File: config.mk
export PLATFORM = sky130hd
export DESIGN_NAME = cpu_bus_arbiter
export DESIGN_NICKNAME = d
export VERILOG_FILES = /design/src/rtl/cpu_bus_arbiter.sv
export SDC_FILE = /design/constraint.sdc
export NUM_CORES = 1
export LEC_CHECK = 0
export CAP_MARGIN = 0
export CORE_UTILIZATION = 40
export DETAILED_ROUTE_END_ITERATION = 12
export GPL_TIMING_DRIVEN = 0
export PLACE_DENSITY_LB_ADDON = 0.12
export SYNTH_ARGS = -nofsm -noshare
export SYNTH_HDL_FRONTEND = slang
export SYNTH_SLANG_ARGS = --single-unit
File: constraint.sdc
create_clock -name i_clock -period 1.8 [get_ports i_clock]
set_clock_uncertainty 0.2 [all_clocks]
set_input_delay 0.36 -clock i_clock [delete_from_list [all_inputs] [get_ports i_clock]]
set_output_delay 0.36 -clock i_clock [all_outputs]
set_load 0.01 [all_outputs]
File: src/rtl/cpu_bus_arbiter.sv
// cpu_bus_arbiter
// Shares the CPU's single downstream memory bus between the data-side port
// (load/store via the write buffer) and the instruction-fetch port.
// Data has fixed priority. A streak counter bounds how many data grants in a
// row can pass over a waiting fetch. All outputs come straight from flops.

module cpu_bus_arbiter #(
    parameter int unsigned MAX_CONSECUTIVE = 4
) (
    input  logic        i_clock,
    input  logic        i_reset,
    // downstream bus
    output logic        o_bus_rw,
    output logic        o_bus_request,
    input  logic        i_bus_ready,
    output logic [31:0] o_bus_address,
    input  logic [31:0] i_bus_rdata,
    output logic [31:0] o_bus_wdata,
    // data port
    input  logic        i_d_rw,
    input  logic        i_d_request,
    input  logic [31:0] i_d_address,
    input  logic [31:0] i_d_wdata,
    output logic        o_d_ready,
    output logic [31:0] o_d_rdata,
    // fetch port
    input  logic        i_f_rw,
    input  logic        i_f_request,
    input  logic [31:0] i_f_address,
    input  logic [31:0] i_f_wdata,
    output logic        o_f_ready,
    output logic [31:0] o_f_rdata
);

    typedef enum logic [1:0] {
        ST_IDLE    = 2'd0,
        ST_BUS     = 2'd1,
        ST_RELEASE = 2'd2
    } state_e;

    localparam logic       OWNER_DATA  = 1'b0;
    localparam logic       OWNER_FETCH = 1'b1;
    localparam logic [3:0] STREAK_SAT  = 4'd15;
    localparam logic [3:0] STREAK_LIM  = 4'(MAX_CONSECUTIVE);

    state_e      state_q,       state_d;
    logic        owner_q,       owner_d;
    logic [3:0]  streak_q,      streak_d;
    logic        bus_rw_q,      bus_rw_d;
    logic        bus_request_q, bus_request_d;
    logic [31:0] bus_address_q, bus_address_d;
    logic [31:0] bus_wdata_q,   bus_wdata_d;
    logic        d_ready_q,     d_ready_d;
    logic [31:0] d_rdata_q,     d_rdata_d;
    logic        f_ready_q,     f_ready_d;
    logic [31:0] f_rdata_q,     f_rdata_d;

    logic        grant_fetch_s;
    logic        owner_request_s;

    // Next-state logic: arbitration in IDLE, completion in BUS, handshake close in RELEASE.
    always_comb begin
        state_d       = state_q;
        owner_d       = owner_q;
        streak_d      = streak_q;
        bus_rw_d      = bus_rw_q;
        bus_request_d = bus_request_q;
        bus_address_d = bus_address_q;
        bus_wdata_d   = bus_wdata_q;
        d_ready_d     = d_ready_q;
        d_rdata_d     = d_rdata_q;
        f_ready_d     = f_ready_q;
        f_rdata_d     = f_rdata_q;
        grant_fetch_s = 1'b0;

        if (owner_q == OWNER_FETCH) begin
            owner_request_s = i_f_request;
        end else begin
            owner_request_s = i_d_request;
        end

        case (state_q)
            ST_IDLE: begin
                if (i_d_request || i_f_request) begin
                    // Fetch wins only when alone or when data has had its full streak.
                    grant_fetch_s = i_f_request && (!i_d_request || (streak_q >= STREAK_LIM));
                    owner_d       = grant_fetch_s ? OWNER_FETCH : OWNER_DATA;
                    if (grant_fetch_s) begin
                        bus_rw_d      = i_f_rw;
                        bus_address_d = i_f_address;
                        bus_wdata_d   = i_f_wdata;
                    end else begin
                        bus_rw_d      = i_d_rw;
                        bus_address_d = i_d_address;
                        bus_wdata_d   = i_d_wdata;
                    end
                    bus_request_d = 1'b1;
                    // Streak counts only data grants that pass over a waiting fetch.
                    if (!grant_fetch_s && i_f_request) begin
                        if (streak_q == STREAK_SAT) begin
                            streak_d = streak_q;
                        end else begin
                            streak_d = streak_q + 4'd1;
                        end
                    end else begin
                        streak_d = 4'd0;
                    end
                    state_d = ST_BUS;
                end else begin
                    state_d = ST_IDLE;
                end
            end

            ST_BUS: begin
                if (i_bus_ready) begin
                    bus_request_d = 1'b0;
                    if (owner_request_s) begin
                        // Writes leave the owner's read data untouched.
                        if (owner_q == OWNER_FETCH) begin
                            f_ready_d = 1'b1;
                            if (!bus_rw_q) begin
                                f_rdata_d = i_bus_rdata;
                            end else begin
                                f_rdata_d = f_rdata_q;
                            end
                        end else begin
                            d_ready_d = 1'b1;
                            if (!bus_rw_q) begin
                                d_rdata_d = i_bus_rdata;
                            end else begin
                                d_rdata_d = d_rdata_q;
                            end
                        end
                        state_d = ST_RELEASE;
                    end else begin
                        // Requester walked away mid-transaction: finish the bus cycle silently.
                        state_d = ST_IDLE;
                    end
                end else begin
                    state_d = ST_BUS;
                end
            end

            ST_RELEASE: begin
                if (!owner_request_s) begin
                    d_ready_d = 1'b0;
                    f_ready_d = 1'b0;
                    state_d   = ST_IDLE;
                end else begin
                    state_d = ST_RELEASE;
                end
            end

            default: begin
                bus_request_d = 1'b0;
                d_ready_d     = 1'b0;
                f_ready_d     = 1'b0;
                state_d       = ST_IDLE;
            end
        endcase
    end

    // State and output registers with synchronous reset that clears everything.
    always_ff @(posedge i_clock) begin
        if (i_reset) begin
            state_q       <= ST_IDLE;
            owner_q       <= OWNER_DATA;
            streak_q      <= 4'd0;
            bus_rw_q      <= 1'b0;
            bus_request_q <= 1'b0;
            bus_address_q <= 32'h0000_0000;
            bus_wdata_q   <= 32'h0000_0000;
            d_ready_q     <= 1'b0;
            d_rdata_q     <= 32'h0000_0000;
            f_ready_q     <= 1'b0;
            f_rdata_q     <= 32'h0000_0000;
        end else begin
            state_q       <= state_d;
            owner_q       <= owner_d;
            streak_q      <= streak_d;
            bus_rw_q      <= bus_rw_d;
            bus_request_q <= bus_request_d;
            bus_address_q <= bus_address_d;
            bus_wdata_q   <= bus_wdata_d;
            d_ready_q     <= d_ready_d;
            d_rdata_q     <= d_rdata_d;
            f_ready_q     <= f_ready_d;
            f_rdata_q     <= f_rdata_d;
        end
    end

    assign o_bus_rw      = bus_rw_q;
    assign o_bus_request = bus_request_q;
    assign o_bus_address = bus_address_q;
    assign o_bus_wdata   = bus_wdata_q;
    assign o_d_ready     = d_ready_q;
    assign o_d_rdata     = d_rdata_q;
    assign o_f_ready     = f_ready_q;
    assign o_f_rdata     = f_rdata_q;

endmodule

==> metrics.md <==
| Metric | Value |
|---|---|
| H-tree depth | `4` |
| Power per Cell Area | `roughly 900 nW/um^2` |
| YS warnings | `0` |
| RePlAce Congestion | `0.830` |
| Final cell count without fillers | `1,222` |
| Internal power | `6.24 mW` |
| Sequential fraction of design power | `39.9%` |
| Worst-Margin Slew | `a little under 600 ps` |
| Setup Crit Path Kind | `reg -> reg` |
| Port bufs | `296` |
| Number of vias in the routed layout | `around 6,300` |
| Startpoint Class | `flip-flop` |
| Vias in the first global route | `6,024` |
| Leakage power | `between 3 and 4 nW` |
| Stages on the worst setup path | `7` |
| Sw Share | `26.5%` |
| Global route overflow | `0` |
| Post-placement setup slack | `-720 ps` |
| Required @ worst endpoint | `approximately 1900 ps` |
| Synth Cell Area | `~5700 um^2` |
| Clock power frac | `approximately two fifths` |
| Root buffer cell | `clkbuf_16` |
| Diode count | `0` |
| DRT Pass-1 Iters | `5` |
| Slowest stage cell on the critical path | `dfxtp_1` |
| Placed insts | `1,186` |
| NetSw | `between 2 and 2.5 mW` |
| Max Cap Viol | `0` |
| Register-to-register setup slack | `approximately 42 ps` |
| Crit-path most repeated cell | `buf_4` |
| Hold buffers post-CTS | `0` |
| Tot GR Track Use | `between 20% and 30%` |
| Area post-placement | `8920 um^2` |
| Final net count | `1,199` |
| Crit-path cells | `buf_4 -> nor2_4 -> o21ai_4 -> buf_6 -> buf_4 -> nor3_1 -> nor4_1` |
| Final setup vio count | `0` |
| Yosys reg bits | `139` |
| Arrival @ worst endpoint | `around 1900 ps` |
| Die height | `122 um` |
| Largest stage delay, worst path | `310 ps` |
| Wire length after detailed routing | `19,800 um` |
| Initial DRC Count | `275` |
| CP bufs+invs | `3` |
| Post-layout minimum cycle time | `1760 ps` |
| Post-DRT Antenna Nets | `0` |
| RR Startpoint | `state_q[1]` |
| Comb power frac | `19.4%` |
| Largest net degree at the start of global routing | `17` |
| Worst Setup EP | `o_bus_address[3]` |
| Final Cycle Share | `just under 100%` |
| Global-route wire length before repair | `30,800 um` |
| CTS tree | `built` |
| Antenna violations before repair | `0` |
| Residual DRC | `0` |
| RSZ-0062 raised after global routing | `true` |
| Syn avg cell area | `8.07 um^2` |
| Worst R2R Path Depth | `7` |
| Via density | `~5.1` |
| Top delay family on crit path | `buffers and inverters` |
| Synth area leaders | `dfxtp_1 49%, nor3_1 12%, nand2_1 8.5%` |
| CP startpoint | `state_q[1]` |
| Final WS setup | `roughly 42 ps` |
| Fin. Hold Viols | `0` |
| Mapped Nets | `878` |
| Worst-path fanout max | `10` |
| Core area | `13,900 um^2` |
| Max VDD drop | `between 0.5 and 0.6 mV` |
| Initial core utilization | `41.1%` |
| CTS max path bufs | `2` |
| Area delta synth->final | `65.5%` |
| Die footprint | `14,800 um^2` |
| Fraction of layout instances using a drive strength above 1 | `12.4%` |
| Cell taking the most area after synthesis | `dfxtp_1` |
| Number of I/O pins | `299` |
| Worst skew pair latency | `410 ps` |
| Fin. max-slew vios | `0` |
| Cts bufs inserted | `17` |
| Worst Setup End Kind | `flip-flop` |
| Status | `completed` |
| Achievable Freq | `569 MHz` |
| Final Cell Area | `approximately 9500 um^2` |
| Synth top area share | `48.6%` |
| Worst Hold Class | `in -> reg` |
| Synth cell types | `39` |
| Clk sinks | `139` |
| Dpl hpwl | `14,400 um` |
| WL/cell | `16.2 um` |
| Slew HR | `about three fifths` |
| Cell Rows | `43` |
| Clock transition at path regs | `60 ps` |
| Register area share after synthesis | `48.6%` |
| Gate Count Post-Synth | `710` |
| Die W | `122 um` |
| R2R Path End | `o_bus_address[3]` |
-- worst register-to-register path: cells and delay by family (launching register included) --
kind | cells | cell delay [ps]
DFF | 1 | 310
AOI/OAI and AO/OA | 1 | 130
and+or+nand+nor | 3 | 450
buffers and inverters | 3 | 560
-- through the flow --
step	util (%)	power, mW	hold slack, ps	TNS (ps)
after detailed placement	64.0	5.20	246	-56490
after CTS	67.2	8.52	136	0
after global routing	68.1	8.83	181	-48.0
after global placement	64.0	5.19	241	-54040
final	68.1	8.50	144	0
after floorplan	-	4.22	253	0
-- synth_stat cells --
cell and instances:
and2_1 1, nand4_1 1, a31oi_1 1, nor3_1 132, nor4_1 59, mux2_2 1
nor2b_1 2, a21oi_2 1, o21ai_0 2, nor2_4 1, buf_4 16, clkbuf_4 1
a22oi_1 1, nor2_1 76, a21boi_2 1, o21ai_4 1, buf_1 2, nor4_2 7
inv_1 1, nand2_1 130, nor3_4 1, buf_2 24, clkdlybuf4s18_2 1, a21o_1 1
nand2b_1 2, a211oi_1 1, and4_1 1, buf_6 13, nand3_1 2, a21oi_1 65
dfxtp_1 139, mux2i_1 3, a21bo_2 1, xnor2_1 2, a221oi_1 1, and4b_1 1
clkbuf_1 13, nand4b_1 1, ha_1 1
-- kinds of logic after synthesis --
kind of cell | count (synthesis) | share of synthesized area [%]
xor gates and xnor gates | 2 | 0.306
buffers and inverters | 71 | 8.10
muxes | 4 | 0.721
and+or+nand+nor | 417 | 34.8
AOI/OAI and AO/OA | 76 | 7.31
DFF | 139 | 48.6
adders and majority gates | 1 | 0.218
-- state kept, by name (all words and copies together), names as in the netlist --
signal and count:
o_d_ready 1, o_f_rdata 32, o_bus_request 1, owner_q 1, o_bus_rw 1, o_bus_wdata 32, o_bus_address 32, o_f_ready 1
state_q 2, streak_q 4, o_d_rdata 32
-- worst min-delay path by stage --
stage	from	to	slack (ps)	cells after the start
floorplan	streak_q[1]	streak_q[1]	250	2
global placement	o_d_rdata[3]	o_d_rdata[3]	240	2
detailed placement	o_d_rdata[3]	o_d_rdata[3]	250	2
global route	i_f_request	state_q[1]	180	3
finish	i_f_request	state_q[1]	140	3
CTS	i_f_request	state_q[1]	140	3
-- routing by layer --
metal | part of all wire [%] | routed length, um | track usage, %
met3 | 8.7 | 1730 | 8.66
met2 | 50 | 9960 | 46.7
met4 | 2.1 | 407 | 9.88
met1 | 39 | 7680 | 30.9
met5 | 0 | 0 | 0
-- placed cells by master, fill, tap and decap left out, drive strengths merged, types with 5 or more instances in the layout --
cell / n
clkdlybuf4s50: 164
clkinv: 5
dfxtp: 139
nor3: 133
nand2: 130
buf: 59
nor4: 66
clkbuf: 36
a21oi: 66
nor2: 77
dlygate4sd2: 132
-- power by group through the flow --
stage	clock network, mW	logic (mW)	registers, mW
CTS	3.51	1.63	3.38
global placement	0	1.74	3.45
global route	3.62	1.79	3.41
finish	3.46	1.65	3.39
floorplan	0	0.674	3.54
detailed placement	0	1.74	3.46
-- timing repair --
item | in CTS | in global routing
endpoints found under the hold margin | 0 | 0
endpoints found under the setup margin | 198 | 108
gates cloned | 0 | 1
pin swaps | 1 | 9
buffers inserted | 2 | 3
resized for setup | 140 | 26
-- final cells by class --
type                    count  area [um^2]
flip-flops and latches    139         2780
clock inverters            10          119
repair buffers            302         2850
plain buffers              70          484
well taps                 180          225
clock buffers              20          467
fillers                  1253         4450
multi-input cells         500         2560
inverters                   1         3.75
(Power assumes the default switching activity.)
